File: src/rtl/clb_cfg_pkg.sv
// Shared constants for the CLB configuration loader: field map of one CLB
// configuration word, power-on default, preamble and loader FSM states.
package clb_cfg_pkg;

    localparam int CFG_W = 37;

    localparam int MUX_W         = 2;
    localparam int MUX2_OFF      = 0;
    localparam int MUX3_OFF      = 2;
    localparam int MUX4_OFF      = 4;
    localparam int MUX5_OFF      = 6;
    localparam int MUX6_OFF      = 8;
    localparam int MEM_OFF       = 10;
    localparam int MEM_W         = 16;
    localparam int COMBO_OFF     = 26;
    localparam int COMBO_W       = 2;
    localparam int O2M1_0_OFF    = 28;
    localparam int O2M2_0_OFF    = 29;
    localparam int O2M3_0_OFF    = 30;
    localparam int O2M1_1_OFF    = 31;
    localparam int O2M2_1_OFF    = 32;
    localparam int O2M3_1_OFF    = 33;
    localparam int DQMUX1_OFF    = 34;
    localparam int DQMUX2_OFF    = 35;
    localparam int FLOPLATCH_OFF = 36;

    localparam logic [CFG_W-1:0] CFG_DEFAULT = 37'h0_3800_4582A;
    localparam logic [3:0]       PREAMBLE    = 4'b0010;

    typedef enum logic [2:0] {
        IDLE,
        LOAD,
        PARITY,
        COMMIT,
        ERROR
    } cfg_state_t;

endpackage

File: src/rtl/clb_cfg_frame.sv
// One-frame deserialiser: MSB-first shift register, running even parity and
// bit counter. data_last flags the final data bit; par_ok judges the parity bit on din.
module clb_cfg_frame #(
    parameter int W = 37
) (
    input  logic         clk,
    input  logic         rst_n,
    input  logic         clr,
    input  logic         shift_en,
    input  logic         din,
    output logic [W-1:0] word,
    output logic         data_last,
    output logic         par_ok
);

    localparam int CW = $clog2(W + 1);

    logic [CW-1:0] cnt;
    logic          par;

    always_ff @(posedge clk or negedge rst_n) begin
        if (!rst_n) begin
            word <= '0;
            cnt  <= '0;
            par  <= 1'b0;
        end else if (clr) begin
            cnt <= '0;
            par <= 1'b0;
        end else if (shift_en) begin
            word <= {word[W-2:0], din};
            par  <= par ^ din;
            cnt  <= cnt + 1'b1;
        end
    end

    assign data_last = (cnt == CW'(W - 1));
    assign par_ok    = ~(par ^ din);

endmodule

File: src/rtl/clb_cfg_loader.sv
// Serial bitstream loader for the CLB array: preamble search, per-CLB parity
// checked frames into a shadow array, atomic commit to the active config.
module clb_cfg_loader #(
    parameter  int NUM_CLB = 4,
    parameter  int CFG_W   = 37,
    localparam int IDX_W   = (NUM_CLB > 1) ? $clog2(NUM_CLB) : 1
) (
    input  logic                     CCLK,
    input  logic                     RST_N,
    input  logic                     DIN,
    input  logic                     DIN_EN,
    input  logic                     PROG,
    output logic [NUM_CLB*CFG_W-1:0] CFG,
    output logic                     BUSY,
    output logic                     DONE,
    output logic                     ERR,
    output logic [IDX_W-1:0]         FRAME_IDX
);
    import clb_cfg_pkg::*;

    localparam logic [CFG_W-1:0] DEF      = CFG_W'(CFG_DEFAULT);
    localparam logic [IDX_W-1:0] LAST_IDX = IDX_W'(NUM_CLB - 1);

    // assertion is immediate, release is aligned to CCLK
    logic [1:0] rst_sync;
    logic       rst_n;

    always_ff @(posedge CCLK or negedge RST_N) begin
        if (!RST_N) rst_sync <= 2'b00;
        else        rst_sync <= {rst_sync[0], 1'b1};
    end
    assign rst_n = rst_sync[1];

    cfg_state_t                          state_q, state_d;
    logic [3:0]                          hist_q, hist_d;
    logic                                hist_any_q, hist_any_d;
    logic [IDX_W-1:0]                    idx_q, idx_d;
    logic                                done_q, done_d;
    logic                                err_q, err_d;
    logic [NUM_CLB-1:0][CFG_W-1:0]       shadow_q, cfg_q;
    logic                                shift_en, frm_clr, slot_we, commit;
    logic [CFG_W-1:0]                    frm_word;
    logic                                data_last, par_ok;
    logic [3:0]                          hist_shift;

    clb_cfg_frame #(.W(CFG_W)) u_frame (
        .clk       (CCLK),
        .rst_n     (rst_n),
        .clr       (frm_clr),
        .shift_en  (shift_en),
        .din       (DIN),
        .word      (frm_word),
        .data_last (data_last),
        .par_ok    (par_ok)
    );

    assign hist_shift = {hist_q[2:0], DIN};

    // history clears to all-ones so a short run after a clear cannot alias the preamble
    always_comb begin
        state_d    = state_q;
        hist_d     = hist_q;
        hist_any_d = hist_any_q;
        idx_d      = idx_q;
        done_d     = done_q;
        err_d      = err_q;
        shift_en   = 1'b0;
        frm_clr    = 1'b0;
        slot_we    = 1'b0;
        commit     = 1'b0;
        if (PROG) begin
            state_d    = IDLE;
            hist_d     = 4'b1111;
            hist_any_d = 1'b0;
            idx_d      = '0;
            done_d     = 1'b0;
            err_d      = 1'b0;
        end else begin
            case (state_q)
                IDLE: if (DIN_EN) begin
                    hist_d     = hist_shift;
                    hist_any_d = 1'b1;
                    if (hist_shift == PREAMBLE) begin
                        state_d    = LOAD;
                        idx_d      = '0;
                        frm_clr    = 1'b1;
                        done_d     = 1'b0;
                        hist_d     = 4'b1111;
                        hist_any_d = 1'b0;
                    end
                end
                LOAD: if (DIN_EN) begin
                    shift_en = 1'b1;
                    if (data_last) state_d = PARITY;
                end
                PARITY: if (DIN_EN) begin
                    if (par_ok) begin
                        slot_we = 1'b1;
                        frm_clr = 1'b1;
                        if (idx_q == LAST_IDX) begin
                            state_d = COMMIT;
                        end else begin
                            idx_d   = idx_q + 1'b1;
                            state_d = LOAD;
                        end
                    end else begin
                        err_d   = 1'b1;
                        state_d = ERROR;
                    end
                end
                COMMIT: begin
                    commit  = 1'b1;
                    done_d  = 1'b1;
                    state_d = IDLE;
                end
                ERROR:   state_d = ERROR;
                default: state_d = IDLE;
            endcase
        end
    end

    always_ff @(posedge CCLK or negedge rst_n) begin
        if (!rst_n) begin
            state_q    <= IDLE;
            hist_q     <= 4'b1111;
            hist_any_q <= 1'b0;
            idx_q      <= '0;
            done_q     <= 1'b0;
            err_q      <= 1'b0;
            shadow_q   <= '0;
            cfg_q      <= {NUM_CLB{DEF}};
        end else begin
            state_q    <= state_d;
            hist_q     <= hist_d;
            hist_any_q <= hist_any_d;
            idx_q      <= idx_d;
            done_q     <= done_d;
            err_q      <= err_d;
            if (slot_we) shadow_q[idx_q] <= frm_word;
            if (commit)  cfg_q <= shadow_q;
        end
    end

    assign CFG       = cfg_q;
    assign DONE      = done_q;
    assign ERR       = err_q;
    assign FRAME_IDX = idx_q;
    assign BUSY      = (state_q == LOAD) || (state_q == PARITY) ||
                       ((state_q == IDLE) && hist_any_q);

endmodule

File: config.mk
export PLATFORM = sky130hd
export DESIGN_NAME = clb_cfg_loader
export DESIGN_NICKNAME = d
export VERILOG_FILES = /design/src/rtl/clb_cfg_pkg.sv /design/src/rtl/clb_cfg_frame.sv /design/src/rtl/clb_cfg_loader.sv
export SDC_FILE = /design/constraint.sdc
export NUM_CORES = 1
export LEC_CHECK = 0
export BUFFER_PORTS_ARGS = -buffer_cell sky130_fd_sc_hd__buf_2
export CORE_MARGIN = 4
export CORE_UTILIZATION = 36
export DETAILED_ROUTE_END_ITERATION = 8
export HOLD_SLACK_MARGIN = 0.15
export PLACE_DENSITY = 0.53
export SLEW_MARGIN = 15
export SYNTH_ARGS = -nofsm -noshare
export SYNTH_HDL_FRONTEND = slang
export SYNTH_HIERARCHICAL = 1
export SYNTH_SLANG_ARGS = --single-unit
File: constraint.sdc
create_clock -name CCLK -period 13.5 [get_ports CCLK]
set_clock_uncertainty 0.1 [all_clocks]
set_input_delay 1.35 -clock CCLK [delete_from_list [all_inputs] [get_ports CCLK]]
set_output_delay 1.35 -clock CCLK [all_outputs]
set_load 0.005 [all_outputs]
* Word level (Yosys, flattened, before mapping) *
Index checks and enable logic that the tools add are counted.

storage, ports and cells
  register bits = 353
  bits of input ports = 5
  output and inout bits = 153
  word-level logic and storage cells = 108

cells by class
  add/subtract/negate cells = 2
  $lt $le $gt $ge = 2
  equal/unequal tests = 14
  muxes and demuxes = 52
  bitwise gates (word level) = 2
  reductions and logical operators = 18

operators with widths
  cell                                                             number
  148-bit bitwise mux                                              1
  37-bit demux with 2-bit select                                   1
  37-bit two-way mux                                               1
  3-bit two-way mux                                                11
  1-bit two-way mux                                                25
  3-bit inequality test, second input constant                     7
  2-bit two-way mux                                                7
  6-bit two-way mux                                                2
  3-bit case mux with 4 select lines                               1
  2-bit nonzero test                                               5
  6-bit by 1-bit adder with 6-bit output, second input constant    1
  3-bit by 2-bit == test with 1-bit output, second input constant  2
  6-bit == test, second input constant                             1
  3-bit AND reduction                                              2
  6-bit AND reduction                                              1
  3-bit nonzero test                                               2
  5-bit AND reduction                                              1
  4-bit by 2-bit == test with 1-bit output, second input constant  1
  1-bit case mux with 2 select lines                               2
  2-bit case mux with 2 select lines                               1
  2-bit AND reduction                                              2
  3-bit by 1-bit == test with 1-bit output, second input constant  1
  3-bit == test, second input constant                             1
  3-bit logical NOT                                                1
  other kinds (8)                                                  10

* Depth between registers and ports, before layout *
  depth after elaboration = 7
  mapped depth = 9
  mapped depth without buffers = 7

* Hierarchy *
Netlist, hierarchy kept.

modules (own cells, without submodules)
  module          instances  cells an instance  area each (sq um)  sequential area each (sq um)
  clb_cfg_loader  1          703                11893.9            7786.2
  clb_cfg_frame   1          115                1916.8             1101.1

* Worst setup path after synthesis *
OpenSTA, ideal clock, no wires.

  path type = input to register
  start = input port DIN
  end = register u_frame.word[0]
  library setup time = 0.125 ns
  arrival = 2.877 ns
  data required time = 13.275 ns
  path slack = 10.398 ns
  stages = 8
  path buffers = 3
  path through = nor4b_1 > mux2i_1 > nor2_1 > buf_6 > nor2b_4 > buf_12 > buf_12 > mux2_4

on the way
  cells in the longest elaborated chain, start to end = 7
  elaborated cells between the ends (all ways) = 10
  those cells by class = 1 x eq/ne; 6 x mux; 2 x bitwise; 1 x reduce/logical

ends and longest elaborated chain
  element                                                                line                                        source
  start, declared                                                        clb_cfg_loader.sv:10                        input logic DIN,
  4-bit by 2-bit == test with 1-bit output or 1-bit XOR (tied branches)  clb_cfg_loader.sv:83, clb_cfg_frame.sv:37
  1-bit two-way mux, on equally long branches                            clb_cfg_loader.sv:83, clb_cfg_loader.sv:97
  1-bit two-way mux, on equally long branches                            clb_cfg_loader.sv:80, clb_cfg_loader.sv:96
  1-bit case mux with 2 select lines (*)                                 clb_cfg_loader.sv:79                        case (state_q)
  1-bit two-way mux (*)                                                  clb_cfg_loader.sv:71                        if (PROG) begin
  via frm_clr                                                            clb_cfg_loader.sv:41                        logic shift_en, frm_clr, slot_we, commit;
  1-bit inverter (no source line) (*)                                    -
  2-bit AND reduction (no source line) (*)                               -
  end signal, assigned                                                   clb_cfg_frame.sv:30                         word <= {word[W-2:0], din};
  end, declared                                                          clb_cfg_frame.sv:11                         output logic [W-1:0] word,

Mark *: on every way through the listed nets, which the timed path passes. The rest lies on a longest branch.
A chain may end at the register's enable or synchronous reset.

* Worst setup path after layout *
  start = input port DIN
  end = register u_frame.word[36]

Same word-level chain as after synthesis.

==> flow_metrics.env <==
export IMPL_outcome="finished clean"
export IMPL_synth_edf_count=0
export IMPL_synth_fp_nets=829
export IMPL_yosysMostFrequentCell="dfrtp_1"
export IMPL_fp_dieW_um=203.9
export IMPL_ant_nets=0
export IMPL_cts_repair_resized=0
export IMPL_crit_path_end_kind="register"
export IMPL_syn_to_final_growth_pct=18.22
export IMPL_p_leak_nw=8.448
export IMPL_arrival_ns=4.13
export IMPL_r2r_setup_slack_ns=10.26
export IMPL_clock_fmax_mhz=262.2
export IMPL_endpoint="u_frame/word[36]"
export IMPL_grt_pass1_vias=7572
export IMPL_coreArea_sq_um=37760
export IMPL_synth_cells=818
export IMPL_power_per_cell_area_nw_per_um2=135.3
export IMPL_clk_transition_reported_paths_ns=0.06
export IMPL_yosys_warnings=6
export IMPL_die_area_sq_um=41560
export IMPL_start_util=0.3658
export IMPL_final_period_utilization=0.2825
export IMPL_cts_tree="yes"
export IMPL_cts_buffers_inserted=40
export IMPL_drv_cap=0
export IMPL_drv_slew=0
export IMPL_critPathMaxFanout=19
export IMPL_grt_usage=0.1350
export IMPL_hpwl_um=16800
export IMPL_fin_util=0.4324
export IMPL_dr_pass1_iters=4
export IMPL_clk_path_buf_depth=3
export IMPL_cts_root_buf="clkbuf_16"
export IMPL_worst_pin_slew_ns=1.075
export IMPL_grt_pass1_wl_um=44440
export IMPL_synth_cell_types=54
export IMPL_htreeDepth=2
export IMPL_gp_congestion=0.7179
export IMPL_synth_common_cells="dfrtp_1 (310), mux2_2 (298), dfstp_2 (43)"
export IMPL_crit_path_start="DIN"
export IMPL_post_route_drc_count=0
export IMPL_netlist_area_sq_um=13810
export IMPL_nets=995
export IMPL_antenna_cells=0
export IMPL_synth_area_per_cell_sq_um=16.88
export IMPL_antenna_found_initial=0
export IMPL_die_h_um=203.9
export IMPL_synth_top_area_share=0.5617
export IMPL_portBuffers=157
export IMPL_synth_seq_cells=353
export IMPL_fin_crit_ns=3.814
export IMPL_yosysTopAreaCell="dfrtp_1"
export IMPL_routed_wl_um=27660
export IMPL_fin_setup_tns_ns=0
export IMPL_start_kind="primary input"
export IMPL_hold_buffers=0
export IMPL_vias=7148
export IMPL_grt_overflow=0
export IMPL_drtIter0Drc=291
export IMPL_drive_gt1_frac=0.6043
export IMPL_clkSinkCount=353
export IMPL_rows=71
export IMPL_avgRoutedWirePerCell_um=18.11
export IMPL_grt_max_degree=82
export IMPL_crit_type="primary input to register"
export IMPL_async_flop_share=1.000
export IMPL_seq_area_frac_synth=0.6435
export IMPL_postCtsSetupBuffers=0
export IMPL_rsz0062_at_grt="false"
export IMPL_timing_rr_end="u_frame/word[36]"
export IMPL_min_path_cells=0
export IMPL_slew_limit_headroom=0.2821
export IMPL_insertion_delay_ns=0.54
export IMPL_viasPerCell=4.681
export IMPL_peakVddDrop_v=0.00007453
export IMPL_hold_class="register to register"
export IMPL_reg2reg_from="u_frame/par"
export IMPL_finalHoldViolCount=0
export IMPL_finalSetupViolCount=0
export IMPL_ys_flop_type="dfrtp_1"
export IMPL_r2r_cells=6
export IMPL_synth_area_leaders="dfrtp_1 (56%), mux2_2 (24%), dfstp_2 (8.2%), mux2_4 (3.3%), buf_6 (1.2%)"
export IMPL_ios=158
export IMPL_crit_required_ns=13.82
-- metal layers --
layer,global-route usage,routed length (um),part of all wire,up-vias
li1,-,-,-,3248
met1,0.1956,13420,0.49,3747
met2,0.2029,12560,0.45,125
met3,0.03618,1275,0.046,28
met4,0.03469,404,0.015,0
met5,0,0,0,-
-- worst min path at each step --
stage	slack [ns]	startpoint	to
2_1_floorplan	0.23	rst_sync[0]	rst_sync[1]
3_3_place_gp	0.24	rst_sync[0]	rst_sync[1]
4_1_cts	0.25	rst_sync[0]	rst_sync[1]
3_5_place_dp	0.24	rst_sync[0]	rst_sync[1]
6_report	0.25	rst_sync[0]	rst_sync[1]
5_1_grt	0.26	rst_sync[0]	rst_sync[1]
-- report_power, final --
group	internal, mW	switching (mW)	total (mW)	leakage [nW]
registers	1.06	0.00505	1.07	4.77
logic	0.00357	0.0207	0.0243	3.00
clock network	0.692	0.426	1.12	0.677
total	1.76	0.452	2.21	8.45
-- kinds of logic (layout without fill, tap and decap cells) --
| kind of cell | count (synthesis) | count (layout) | synth area share |
|---|---|---|---|
| xor gates and xnor gates | 6 | 6 | 0.003805 |
| and+or+nand+nor | 50 | 50 | 0.02682 |
| adders and majority gates | 6 | 6 | 0.005436 |
| buffers and inverters | 49 | 247 | 0.03017 |
| other | 1 | 1 | 0.0002715 |
| muxes | 335 | 335 | 0.2811 |
| AOI/OAI and AO/OA | 18 | 18 | 0.008879 |
| DFF | 353 | 353 | 0.6435 |
-- layout by cell type, fill, tap and decap left out, drive strengths merged, types with 3 or more instances in the layout --
master,instances
nor3,3
ha,6
o21ai,3
clkinv,6
dfrtp,310
clkbuf,60
nand2,5
dfstp,43
nand2b,3
a21oi,4
inv,8
buf,167
bufinv,4
nor2,12
nand4,6
mux2,333
xor2,4
-- final cells by class --
class                   count  area (sq um)
clock inverters            14         186.4
flip-flops and latches    353          8891
inverters                   6         22.52
clock buffers              60          1197
fillers                  3462         21430
well taps                 511         639.4
repair buffers            167         868.3
multi-input cells         416          4522
-- registers in the layout (all words and copies together), names as in the netlist --
name	cells
state_q	3
FRAME_IDX	2
shadow_q	148
rst_sync	2
CFG	148
ERR	1
hist_any_q	1
u_frame/word	37
hist_q	3
u_frame/cnt	6
u_frame/par	1
DONE	1
-- critical path, cell delays in order --
cell and delay, ns:
buf_2 0.14, xnor2_1 0.82, mux2i_1 0.20, nor2_1 0.61, nor2b_4 0.32, buf_4 0.35
mux2_4 0.33
-- stage by stage --
stage	std cells	hold WS, ns	instance area, sq um	setup WS (ns)	total power, mW
2_1_floorplan	818	0.2312	13810	2.908	1.101
3_3_place_gp	1452	0.2393	14930	8.920	1.110
3_5_place_dp	1452	0.2395	14930	8.846	1.111
4_1_cts	1526	0.2547	16310	9.428	2.252
5_1_grt	1527	0.2614	16330	9.584	2.300
6_report	1527	0.2505	16330	9.686	2.208
Note: power is estimated with default switching activity, not from simulation.
